## config.mk

```make
export PLATFORM = sky130hd
export DESIGN_NAME = st7735_spi_seq_flat
export DESIGN_NICKNAME = d
export VERILOG_FILES = /design/src/rtl/st7735_spi_seq_if.sv /design/src/rtl/st7735_spi_seq.sv /design/src/flat_wrapper.sv
export SDC_FILE = /design/constraint.sdc
export NUM_CORES = 1
export LEC_CHECK = 0
export ABC_AREA = 1
export CELL_PAD_IN_SITES_DETAIL_PLACEMENT = 0
export CELL_PAD_IN_SITES_GLOBAL_PLACEMENT = 2
export CORE_MARGIN = 3
export CORE_UTILIZATION = 25
export CTS_BUF_LIST = sky130_fd_sc_hd__clkbuf_8
export CTS_CLUSTER_DIAMETER = 200
export DETAILED_ROUTE_END_ITERATION = 12
export GPL_TIMING_DRIVEN = 0
export PLACE_DENSITY = 0.68
export SETUP_SLACK_MARGIN = 0.05
export SLEW_MARGIN = 20
export SYNTH_ARGS = -nofsm -noshare
export SYNTH_HDL_FRONTEND = slang
export SYNTH_SLANG_ARGS = --single-unit
```

## constraint.sdc

```tcl
create_clock -name clk -period 1.7 [get_ports clk]
set_input_delay 0.34 -clock clk [delete_from_list [all_inputs] [get_ports clk]]
set_output_delay 0.34 -clock clk [all_outputs]
set_load 0.05 [all_outputs]
```

## src/rtl/st7735_spi_seq_if.sv

```systemverilog
// Word handshake between a pixel/command source and the ST7735 sequencer.
//   valid : source offers data/dc/last this cycle
//   ready : sequencer can take a word this cycle
//   data  : word to shift out, MSB first
//   dc    : 0 = command, 1 = data
//   last  : release CS after this word
interface st7735_spi_seq_if #(
  parameter int WORD_BITS = 8
);
  logic                 valid;
  logic                 ready;
  logic [WORD_BITS-1:0] data;
  logic                 dc;
  logic                 last;

  modport master (output valid, data, dc, last, input ready);
  modport slave  (input valid, data, dc, last, output ready);
endinterface

```

## src/rtl/st7735_spi_seq.sv

```systemverilog
// ST7735 panel sequencer: power-up reset pulse and wait, then SPI mode-0
// word transfers with CS held across words until a word marked last.
//   clk       : system clock, rising edge
//   rst_n     : asynchronous active-low reset
//   word      : word handshake (slave side)
//   init_done : panel reset sequence complete
//   busy      : word shifting or CS gap in progress
//   cs        : panel chip select, active-low
//   mosi      : serial data, 0 whenever cs is high
//   dc        : command/data select, held while cs is high
//   lcd_clk   : serial clock, idles low
//   reset     : panel reset, active-low
//
// state    | meaning
// ---------+-----------------------------------------------------------
// RST_LOW  | panel reset driven low for RESET_LOW_CYCLES
// RST_WAIT | panel reset released, waiting RESET_WAIT_CYCLES
// IDLE     | ready for a word; cs may still be low from a non-last word
// SHIFT    | shifting a word, CLK_DIV cycles per lcd_clk phase
// GAP      | cs high for CLK_DIV cycles after a last word
module st7735_spi_seq #(
  parameter int CLK_DIV           = 2,
  parameter int WORD_BITS         = 8,
  parameter int RESET_LOW_CYCLES  = 120,
  parameter int RESET_WAIT_CYCLES = 1440000
) (
  input  logic               clk,
  input  logic               rst_n,
  st7735_spi_seq_if.slave    word,
  output logic               init_done,
  output logic               busy,
  output logic               cs,
  output logic               mosi,
  output logic               dc,
  output logic               lcd_clk,
  output logic               reset
);

  // One shared timer covers the reset phases, the clock phases and the gap.
  localparam int RST_MAX = (RESET_LOW_CYCLES > RESET_WAIT_CYCLES) ? RESET_LOW_CYCLES
                                                                   : RESET_WAIT_CYCLES;
  localparam int TMR_MAX = (RST_MAX > CLK_DIV) ? RST_MAX : CLK_DIV;
  localparam int TMR_W   = $clog2(TMR_MAX + 1);
  localparam int BIT_W   = $clog2(WORD_BITS + 1);

  localparam logic [TMR_W-1:0] LOW_TC  = TMR_W'(RESET_LOW_CYCLES - 1);
  localparam logic [TMR_W-1:0] WAIT_TC = TMR_W'(RESET_WAIT_CYCLES - 1);
  localparam logic [TMR_W-1:0] DIV_TC  = TMR_W'(CLK_DIV - 1);
  localparam logic [TMR_W-1:0] TMR_ONE = TMR_W'(1);
  localparam logic [BIT_W-1:0] BIT_TC  = BIT_W'(WORD_BITS - 1);
  localparam logic [BIT_W-1:0] BIT_ONE = BIT_W'(1);

  typedef enum logic [2:0] {RST_LOW, RST_WAIT, IDLE, SHIFT, GAP} state_t;

  state_t               state_q, state_d;
  logic [TMR_W-1:0]     tmr_q, tmr_d;
  logic [BIT_W-1:0]     bit_q, bit_d;
  logic [WORD_BITS-1:0] sh_q, sh_d;
  logic                 dc_q, dc_d;
  logic                 last_q, last_d;
  logic                 cs_q, cs_d;
  logic                 sclk_q, sclk_d;

  always_ff @(posedge clk or negedge rst_n) begin
    if (!rst_n) begin
      state_q <= RST_LOW;
      tmr_q   <= '0;
      bit_q   <= '0;
      sh_q    <= '0;
      dc_q    <= 1'b0;
      last_q  <= 1'b0;
      cs_q    <= 1'b1;
      sclk_q  <= 1'b0;
    end else begin
      state_q <= state_d;
      tmr_q   <= tmr_d;
      bit_q   <= bit_d;
      sh_q    <= sh_d;
      dc_q    <= dc_d;
      last_q  <= last_d;
      cs_q    <= cs_d;
      sclk_q  <= sclk_d;
    end
  end

  always_comb begin
    state_d = state_q;
    tmr_d   = tmr_q;
    bit_d   = bit_q;
    sh_d    = sh_q;
    dc_d    = dc_q;
    last_d  = last_q;
    cs_d    = cs_q;
    sclk_d  = sclk_q;
    case (state_q)
      RST_LOW: begin
        if (tmr_q == LOW_TC) begin
          state_d = RST_WAIT;
          tmr_d   = '0;
        end else begin
          tmr_d = tmr_q + TMR_ONE;
        end
      end
      RST_WAIT: begin
        if (tmr_q == WAIT_TC) begin
          state_d = IDLE;
          tmr_d   = '0;
        end else begin
          tmr_d = tmr_q + TMR_ONE;
        end
      end
      IDLE: begin
        if (word.valid) begin
          state_d = SHIFT;
          sh_d    = word.data;
          dc_d    = word.dc;
          last_d  = word.last;
          cs_d    = 1'b0;
          sclk_d  = 1'b0;
          tmr_d   = '0;
          bit_d   = '0;
        end
      end
      SHIFT: begin
        if (tmr_q == DIV_TC) begin
          tmr_d = '0;
          if (!sclk_q) begin
            sclk_d = 1'b1;
          end else begin
            // Falling edge: advance to the next bit, or finish the word.
            sclk_d = 1'b0;
            if (bit_q == BIT_TC) begin
              bit_d = '0;
              if (last_q) begin
                state_d = GAP;
                cs_d    = 1'b1;
              end else begin
                state_d = IDLE;
              end
            end else begin
              bit_d = bit_q + BIT_ONE;
              sh_d  = {sh_q[WORD_BITS-2:0], 1'b0};
            end
          end
        end else begin
          tmr_d = tmr_q + TMR_ONE;
        end
      end
      GAP: begin
        if (tmr_q == DIV_TC) begin
          state_d = IDLE;
          tmr_d   = '0;
        end else begin
          tmr_d = tmr_q + TMR_ONE;
        end
      end
      default: state_d = RST_LOW;
    endcase
  end

  assign word.ready = (state_q == IDLE);
  assign busy       = (state_q == SHIFT) || (state_q == GAP);
  assign init_done  = (state_q != RST_LOW) && (state_q != RST_WAIT);
  assign reset      = (state_q != RST_LOW);
  assign cs         = cs_q;
  assign lcd_clk    = sclk_q;
  assign dc         = dc_q;
  assign mosi       = ~cs_q & sh_q[WORD_BITS-1];

endmodule

```

## src/flat_wrapper.sv

```systemverilog
// flat-port wrapper written by rule: the top's interface ports become plain ports
module st7735_spi_seq_flat 
#(
  parameter int CLK_DIV           = 2,
  parameter int WORD_BITS         = 8,
  parameter int RESET_LOW_CYCLES  = 120,
  parameter int RESET_WAIT_CYCLES = 1440000
)
  (clk, rst_n, init_done, busy, cs, mosi, dc, lcd_clk, reset, word_valid, word_data, word_dc, word_last, word_ready);
  st7735_spi_seq_if #(.WORD_BITS(WORD_BITS)) word_i ();
  input  logic clk;
  input  logic rst_n;
  output logic init_done;
  output logic busy;
  output logic cs;
  output logic mosi;
  output logic dc;
  output logic lcd_clk;
  output logic reset;
  input wire logic [$bits(word_i.valid)-1:0] word_valid;
  input wire logic [$bits(word_i.data)-1:0] word_data;
  input wire logic [$bits(word_i.dc)-1:0] word_dc;
  input wire logic [$bits(word_i.last)-1:0] word_last;
  output wire logic [$bits(word_i.ready)-1:0] word_ready;
  assign word_i.valid = word_valid;
  assign word_i.data = word_data;
  assign word_i.dc = word_dc;
  assign word_i.last = word_last;
  assign word_ready = word_i.ready;
  st7735_spi_seq #(.CLK_DIV(CLK_DIV), .WORD_BITS(WORD_BITS), .RESET_LOW_CYCLES(RESET_LOW_CYCLES), .RESET_WAIT_CYCLES(RESET_WAIT_CYCLES)) u_core (.clk(clk), .rst_n(rst_n), .word(word_i), .init_done(init_done), .busy(busy), .cs(cs), .mosi(mosi), .dc(dc), .lcd_clk(lcd_clk), .reset(reset));
endmodule
```

==> results by group, run 1 <==
Clocking
  • CTS tree: built
  • CTS buffer count: 5
  • Clock Tree Buf Depth: 2
  • H-tree level count: 2
  • CTS Sinks: 40
  • Cell chosen for the clock root: clkbuf_8
  • Clock Latency Late Sink: 0.31 ns
  • Clock Pin Slew Worst Setup and Hold Paths: 0.09 ns

Global routing
  • Gr ovfl total: 0
  • Global Route met3 Usage: 2.84%
  • Vias in the first global route: 2691
  • All-Layer GR Usage: 14.7%
  • Routing usage on met1: 17.7%
  • First-pass GRT wire length: 13500 um
  • GRT met2 Usage: 26.2%
  • Antenna violations before repair: 0
  • Largest net degree at the start of global routing: 24
  • Grt peak-use layer: met2

Worst setup path
  • CP Max Fanout: 8
  • Crit end category: flip-flop
  • Crit path from: u_core.tmr_q[1]$_DFFE_PN0P_
  • Worst setup path class: flip-flop to flip-flop
  • Critical Path Start Type: flip-flop
  • Launch point of the worst reg-to-reg path: u_core.tmr_q[1]$_DFFE_PN0P_
  • Data arrival, critical path: 1.88 ns
  • Worst path buffer plus inverter count: 1
  • Slack of the worst reg-to-reg path: 0.03 ns
  • Top cell family by delay on the critical path: simple AND/OR/NAND/NOR gates
  • CP max-delay cell: dfrtp_2
  • CP max stage delay: 0.45 ns
  • Crit-path cells: inv_2 -> ha_4 -> nand2_2 -> nor2_4 -> nand3_2 -> nand2_2 -> nand2_4 -> nor2_4 -> nand2_4 -> nand2_1 -> nand2_1
  • Critical Path RT: 1.91 ns

Layout
  • Commonest cells after routing, fill and taps aside: 110 x nand2_1, 36 x inv_1, 29 x buf_4
  • Most common cell after layout, fill and taps aside: nand2_1
  • Nets: 470
  • Area growth syn-to-layout: 49.6%
  • Fin util: 38.5%
  • Share of cells above drive strength 1: 42.0%
  • Diode count: 0
  • Post-route cell area: 3980 um2

Synthesis
  • Area share of and/or/nand/nor cells after synthesis: 40.2%
  • Post-Synth Adder-Cell Area: 1.41%
  • Post-synthesis xor/xnor area fraction: 2.96%
  • Avg Inst Size Synth: 6.82 um2
  • Post-synthesis cell area: 2660 um2
  • Yosys cell types: 30
  • Synth Area in Compound Gates: 8.71%
  • Syn nets: 406
  • Largest family of logic cells by synthesized area: simple AND/OR/NAND/NOR gates
  • Ys Warns: 0
  • Number of synthesized register bits: 40
  • Seq/Total Area, Yosys: 37.7%
  • Post-synthesis cell count: 390
  • Mux contribution to synthesized area: 0%

Status
  • Status: complete, no violations

STA
  • Fmax: 0.599 GHz
  • Final hold vios: 0
  • Tcrit/Tclk final: 98.2%
  • Slew Viols, Final: 0
  • Setup-failing EPs final: 0
  • RSZ-0062 raised after global routing: true
  • WHS: 0.488 ns
  • Relative slew margins: 66.9%
  • Slew @ Worst Pin: 0.499 ns
  • Clock Skew: 0.00750 ns
  • Final Critical Period: 1.67 ns

Die
  • Top Ports: 21
  • Initial Utilization: 25.8%
  • Area of the die: 11900 um2
  • Die X: 109 um
  • Core Area: 10300 um2
  • Height of the die: 109 um
  • Row count: 37

Route
  • Routed WL: 8330 um
  • DRC Markers: 0
  • WL/cell: 14.1 um
  • Antenna-violating nets left: 0
  • Via density: 4.52
  • DR iter-0 viols: 54
  • DR vias: 2670
  • Pre-antenna DRT Iters: 4

Job
  • Max cap viols: 0

Placement
  • Port Buffers: 20
  • Post-DP HPWL: 5900 um
  • Placer congestion estimate: 0.816
  • DP Area: 3060 um2

Pwr
  • Pwr Density: 476 nW/um2
  • Total power: 1.89 mW
  • Leak Pwr: 1.87 nW
  • Maximum VDD drop: 276 uV

Worst hold path
  • Hold path start: u_core.sh_q[1]$_DFFE_PN0P_
  • Worst hold path class: flip-flop to flip-flop
-- kinds of logic (layout without fill, tap and decap cells) --
| kind of cell | Yosys count | after routing |
|---|---|---|
| AO/OA/AOI/OAI | 34 | 34 |
| XOR/XNOR | 9 | 9 |
| adder cells (fa/ha/maj) | 3 | 3 |
| buffers and inverters | 53 | 118 |
| flip-flops | 40 | 40 |
| AND/OR/NAND/NOR | 251 | 251 |
-- worst reg2reg max path: stages (launching register included) --
cell	delay (ns)
dfrtp_2	0.45
inv_2	0.09
ha_4	0.13
nand2_2	0.06
nor2_4	0.09
nand3_2	0.10
nand2_2	0.10
nand2_4	0.06
nor2_4	0.19
nand2_4	0.14
nand2_1	0.09
nand2_1	0.05
-- worst paths after layout --
| kind | end | cells past startpoint |
|---|---|---|
| worst max register to register | u_core.sh_q[1]$_DFFE_PN0P_ | 11 |
| max in group asynchronous | u_core.tmr_q[2]$_DFFE_PN0P_ | 3 |
| worst min-delay path | u_core.sh_q[1]$_DFFE_PN0P_ | 2 |
| min in group asynchronous | u_core.tmr_q[9]$_DFFE_PN0P_ | 2 |
| worst max-delay path | u_core.sh_q[1]$_DFFE_PN0P_ | 11 |
| worst min register to register | u_core.sh_q[1]$_DFFE_PN0P_ | 2 |
-- sequential cells by signal, summed over array words and instances (netlist names) --
| signal | count |
|---|---|
| u_core.tmr_q | 21 |
| u_core.sh_q | 8 |
| u_core.bit_q | 4 |
| u_core.state_q | 3 |
| u_core.cs | 1 |
| u_core.dc | 1 |
| u_core.last_q | 1 |
| u_core.lcd_clk | 1 |
-- area by class of cell --
cell class	instances	area [um2]
fillers	1114	6350
multi-input cells	297	1870
flip-flops and latches	40	1020
repair buffers	58	554
inverters	46	178
well taps	136	170
clock buffers	6	82.6
plain buffers	6	58.8
clock inverters	2	38.8
-- stage by stage --
stage / setup WS (ns) / TNS, ns / std cells
2_1_floorplan: 0.00822 / 0 / 390
3_5_place_dp: -0.315 / -7.10 / 547
3_3_place_gp: -1.07 / -49.74 / 546
5_1_grt: -0.0685 / -0.553 / 591
4_1_cts: -0.0186 / -0.0565 / 579
6_report: 0.0306 / 0 / 591
-- cell usage after synthesis --
| master | count | area (um2) |
|---|---|---|
| nand2_1 | 145 | 544 |
| inv_2 | 5 | 18.8 |
| nand2_4 | 3 | 33.8 |
| buf_6 | 3 | 33.8 |
| nand3b_1 | 4 | 30.0 |
| dfstp_2 | 1 | 26.3 |
| nand4_1 | 4 | 25.0 |
| a21oi_2 | 11 | 96.3 |
| o21ai_0 | 5 | 25.0 |
| xnor2_1 | 2 | 17.5 |
| nor3_1 | 7 | 35.0 |
| nor2_1 | 50 | 188 |
| o21ai_1 | 8 | 40.0 |
| a21oi_1 | 6 | 30.0 |
| nor2_4 | 1 | 11.3 |
| xor2_1 | 7 | 61.3 |
| o21bai_1 | 1 | 7.51 |
| dfrtp_1 | 39 | 976 |
| o21ai_4 | 1 | 16.3 |
| nand2_2 | 2 | 12.5 |
| buf_2 | 2 | 10.0 |
| nand3_4 | 1 | 17.5 |
| buf_4 | 1 | 7.51 |
| nand3_1 | 32 | 160 |
| ha_1 | 3 | 37.5 |
| nor2_2 | 2 | 12.5 |
| inv_1 | 41 | 154 |
| buf_8 | 1 | 15.0 |
| o31ai_1 | 1 | 7.51 |
| a31o_2 | 1 | 8.76 |
-- metal layers --
metal | vias to the layer above | share of wire (%)
li1 | 1352 | -
met1 | 1270 | 45
met2 | 37 | 51
met3 | 11 | 3.0
met4 | 0 | 1.8
met5 | - | 0
-- power breakdown --
group	switching, mW	internal [mW]	leakage [nW]
Combinational	0.0307	0.0333	1.34
Clock	0.395	0.481	0.0614
Sequential	0	0.950	0.467
Total	0.426	1.46	1.87
-- repair_timing --
item | CTS | global route
pin swaps | 23 | 27
resized for setup | 99 | 85
endpoints found under the hold margin | 5 | 0
setup buffers | 21 | 13
gates cloned | 2 | 0
hold buffers | 1 | 0
endpoints found under the setup margin | 44 | 41
(Power assumes the default switching activity.)
==> run 2, diff against run 1 <==
Settings changed: CTS_CLUSTER_DIAMETER 200 to 120.
==> results of run 2 <==
The final DEF is identical to that of run 1; final timing and power are the same.
==> run 3, diff against run 2 <==
Settings changed: ABC_AREA 1 to not set, PLACE_DENSITY 0.68 to 0.64.
==> run 3 against run 2 <==
The flow now finishes with violations (negative setup slack). Final area down 12%. Synthesized cell count decreased by 37%. Cell count decreased by 29%. Critical path depth fell by 4. Clock skew fell by 0.0016 ns.
==> results by group, run 3 <==
Synthesis
  • Avg Inst Size Synth: 9.08 um2
  • Number of synthesized flops with an enable pin: 0
  • Most frequent cell after synthesis: dfrtp_1
  • Post-synthesis cell count: 244
  • Cells taking the most area after synthesis: dfrtp_1 44%, nand2_1 6.3%, nor2_1 4.9%
  • Post-synthesis cell area: 2210 um2
  • Syn nets: 260
  • Seq/Total Area, Yosys: 45.3%
  • Yosys cell types: 47
  • Number of synthesized register bits: 40
  • Commonest cells post-synth: 39 x dfrtp_1, 37 x nand2_1, 29 x nor2_1
  • Ys Warns: 0
  • Area leader, netlist: dfrtp_1
  • Fraction of registers with async set/reset: 100%
  • Share of the synthesized area in the top cell type: 44.1%
  • Most frequently used flop master after synthesis: dfrtp_1

Layout
  • Most flops, register: u_core.tmr_q
  • Most common cell after layout, fill and taps aside: dfrtp_1
  • Share of cells above drive strength 1: 47.9%
  • Max FFs per register: 21
  • Diode count: 0
  • Largest regs: u_core.tmr_q (21), u_core.sh_q (8), u_core.bit_q (4)
  • Commonest cells after routing, fill and taps aside: 31 x dfrtp_1, 29 x nand2_1, 29 x buf_4
  • Fin util: 41.6%
  • Nets: 332
  • Post-Layout Cell Count: 422
  • Area growth syn-to-layout: 58.1%

Route
  • DR vias: 2030
  • Pre-antenna DRT Iters: 4
  • Via density: 4.81
  • Routed WL: 6340 um
  • Antenna-violating nets left: 0
  • DR iter-0 viols: 52
  • WL/cell: 15.0 um
  • DRC Markers: 0

STA
  • Slew @ Worst Pin: 0.486 ns
  • RSZ-0062 raised after global routing: true
  • Clock Skew: 0.00593 ns
  • Worst setup margin: -0.347 ns
  • WHS: 0.349 ns
  • Slew Viols, Final: 0
  • Setup-failing EPs final: 39
  • Final hold vios: 0
  • Fmax: 0.488 GHz
  • Tcrit/Tclk final: 120%
  • Relative slew margins: 67.7%
  • Final Critical Period: 2.05 ns

Worst setup path
  • Data arrival, critical path: 2.23 ns
  • Critical Path RT: 1.88 ns
  • Critical Path Start Type: flip-flop
  • CP Max Fanout: 5
  • Worst setup path class: flip-flop to flip-flop
  • Crit end category: flip-flop

Status
  • Status: finished with violations
  • Violated checks: negative setup slack

Clocking
  • CTS tree: built
  • CTS Sinks: 40
  • CTS buffer count: 5
  • Clock Pin Slew Worst Setup and Hold Paths: 0.08 ns
  • Cell chosen for the clock root: clkbuf_8
  • Clock Tree Buf Depth: 2
  • H-tree level count: 2
  • Clock Latency Late Sink: 0.30 ns

Die
  • Top Ports: 21
  • Initial Utilization: 26.3%
  • Die X: 100 um
  • Core Area: 8420 um2
  • Area of the die: 10000 um2
  • Row count: 33
  • Height of the die: 100 um

Pwr
  • Logic pwr share: 62.5%
  • Sw Ratio: 44.1%
  • Net Switching: 2.52 mW
  • P_int: 3.20 mW
  • Seq pwr share: 25.0%
  • Part of the power in the clock network: 12.5%
  • Maximum VDD drop: 733 uV
  • Total power: 5.72 mW
  • Leak Pwr: 1.43 nW
  • Pwr Density: 1640 nW/um2

Worst hold path
  • Worst hold path class: input pin to flip-flop

Placement
  • Post-DP HPWL: 4040 um
  • Pre-CTS WS: -0.690 ns
  • Placed insts: 370
  • Placer congestion estimate: 0.704
  • Port Buffers: 20

Global routing
  • Antenna violations before repair: 0
  • Largest net degree at the start of global routing: 30
  • Gr ovfl total: 0
  • All-Layer GR Usage: 12.9%
  • Vias in the first global route: 2028
  • First-pass GRT wire length: 10400 um

Job
  • Max cap viols: 0
[run 3: cell families (layout without fill, tap and decap cells)]
| group | after synthesis | in the layout | share of synthesized area [%] |
|---|---|---|---|
| muxes | 3 | 3 | 1.47 |
| and+or+nand+nor | 123 | 123 | 28.1 |
| xor gates and xnor gates | 17 | 17 | 6.72 |
| DFF | 40 | 40 | 45.3 |
| adders and majority gates | 3 | 3 | 1.70 |
| buffers and inverters | 16 | 89 | 3.45 |
| AOI/OAI and AO/OA | 42 | 42 | 13.3 |
[run 3: final timing paths]
| path | startpoint | to | slack, ns | cells after the start |
|---|---|---|---|---|
| setup / recovery | u_core.tmr_q[13]$_DFFE_PN0P_ | u_core.state_q[1]$_DFFE_PN0P_ | -0.35 | 7 |
| hold / removal | word_valid | u_core.cs$_DFFE_PN1P_ | 0.35 | 2 |
| setup reg to reg | u_core.tmr_q[13]$_DFFE_PN0P_ | u_core.state_q[1]$_DFFE_PN0P_ | -0.35 | 7 |
| hold reg to reg | u_core.dc$_DFFE_PN0P_ | u_core.dc$_DFFE_PN0P_ | 0.51 | 1 |
| max in group asynchronous | rst_n | u_core.tmr_q[3]$_DFFE_PN0P_ | 0.75 | 3 |
| min in group asynchronous | rst_n | u_core.bit_q[3]$_DFFE_PN0P_ | 0.46 | 2 |
[run 3: power groups by stage]
| stage | combinational [mW] | sequential [mW] | clock, mW |
|---|---|---|---|
| 2_1_floorplan | 1.70 | 1.48 | 0 |
| 3_3_place_gp | 2.39 | 1.44 | 0 |
| 3_5_place_dp | 2.40 | 1.44 | 0 |
| 4_1_cts | 3.17 | 1.41 | 0.746 |
| 5_1_grt | 3.86 | 1.47 | 0.790 |
| 6_report | 3.58 | 1.43 | 0.714 |
[run 3: worst max-delay path, stage by stage (launching register included)]
cell     delay (ns)
dfrtp_1        0.42
nor4_4         0.30
and4_1         0.23
buf_6          0.13
a21oi_2        0.06
or4_4          0.55
o21ai_2        0.15
o41ai_2        0.09
[run 3: repair_timing]
action,CTS,global route
hold buffers,1,0
pin swaps,29,20
endpoints found under the setup margin,45,43
setup buffers,31,10
endpoints found under the hold margin,10,0
gates resized for setup,91,51
cloned,2,0
[run 3: layer usage]
layer / track usage, % / up-vias / wire length (um)
met2: 20.8 / 27 / 3010
li1: - / 1011 / -
met3: 2.78 / 5 / 220
met4: 3.11 / 0 / 47
met5: 0 / - / 0
met1: 17.8 / 987 / 3060
[run 3: final cells by class]
cell class | count | area (um2)
Timing Repair Buffer | 65 | 621
Sequential cell | 40 | 1010
Tap cell | 105 | 131
Clock inverter | 1 | 3.75
Clock buffer | 7 | 96.3
Multi-Input combinational cell | 188 | 1530
Fill cell | 866 | 4920
Inverter | 8 | 30.0
Buffer | 8 | 75.1
[run 3: per-stage QoR]
stage                     TNS, ns  cell area [um2]
after floorplan             -3.97             2320
after global placement     -51.92             2650
after detailed placement   -14.83             2670
after CTS                   -6.60             3200
after global routing       -11.01             3500
final                       -6.72             3500
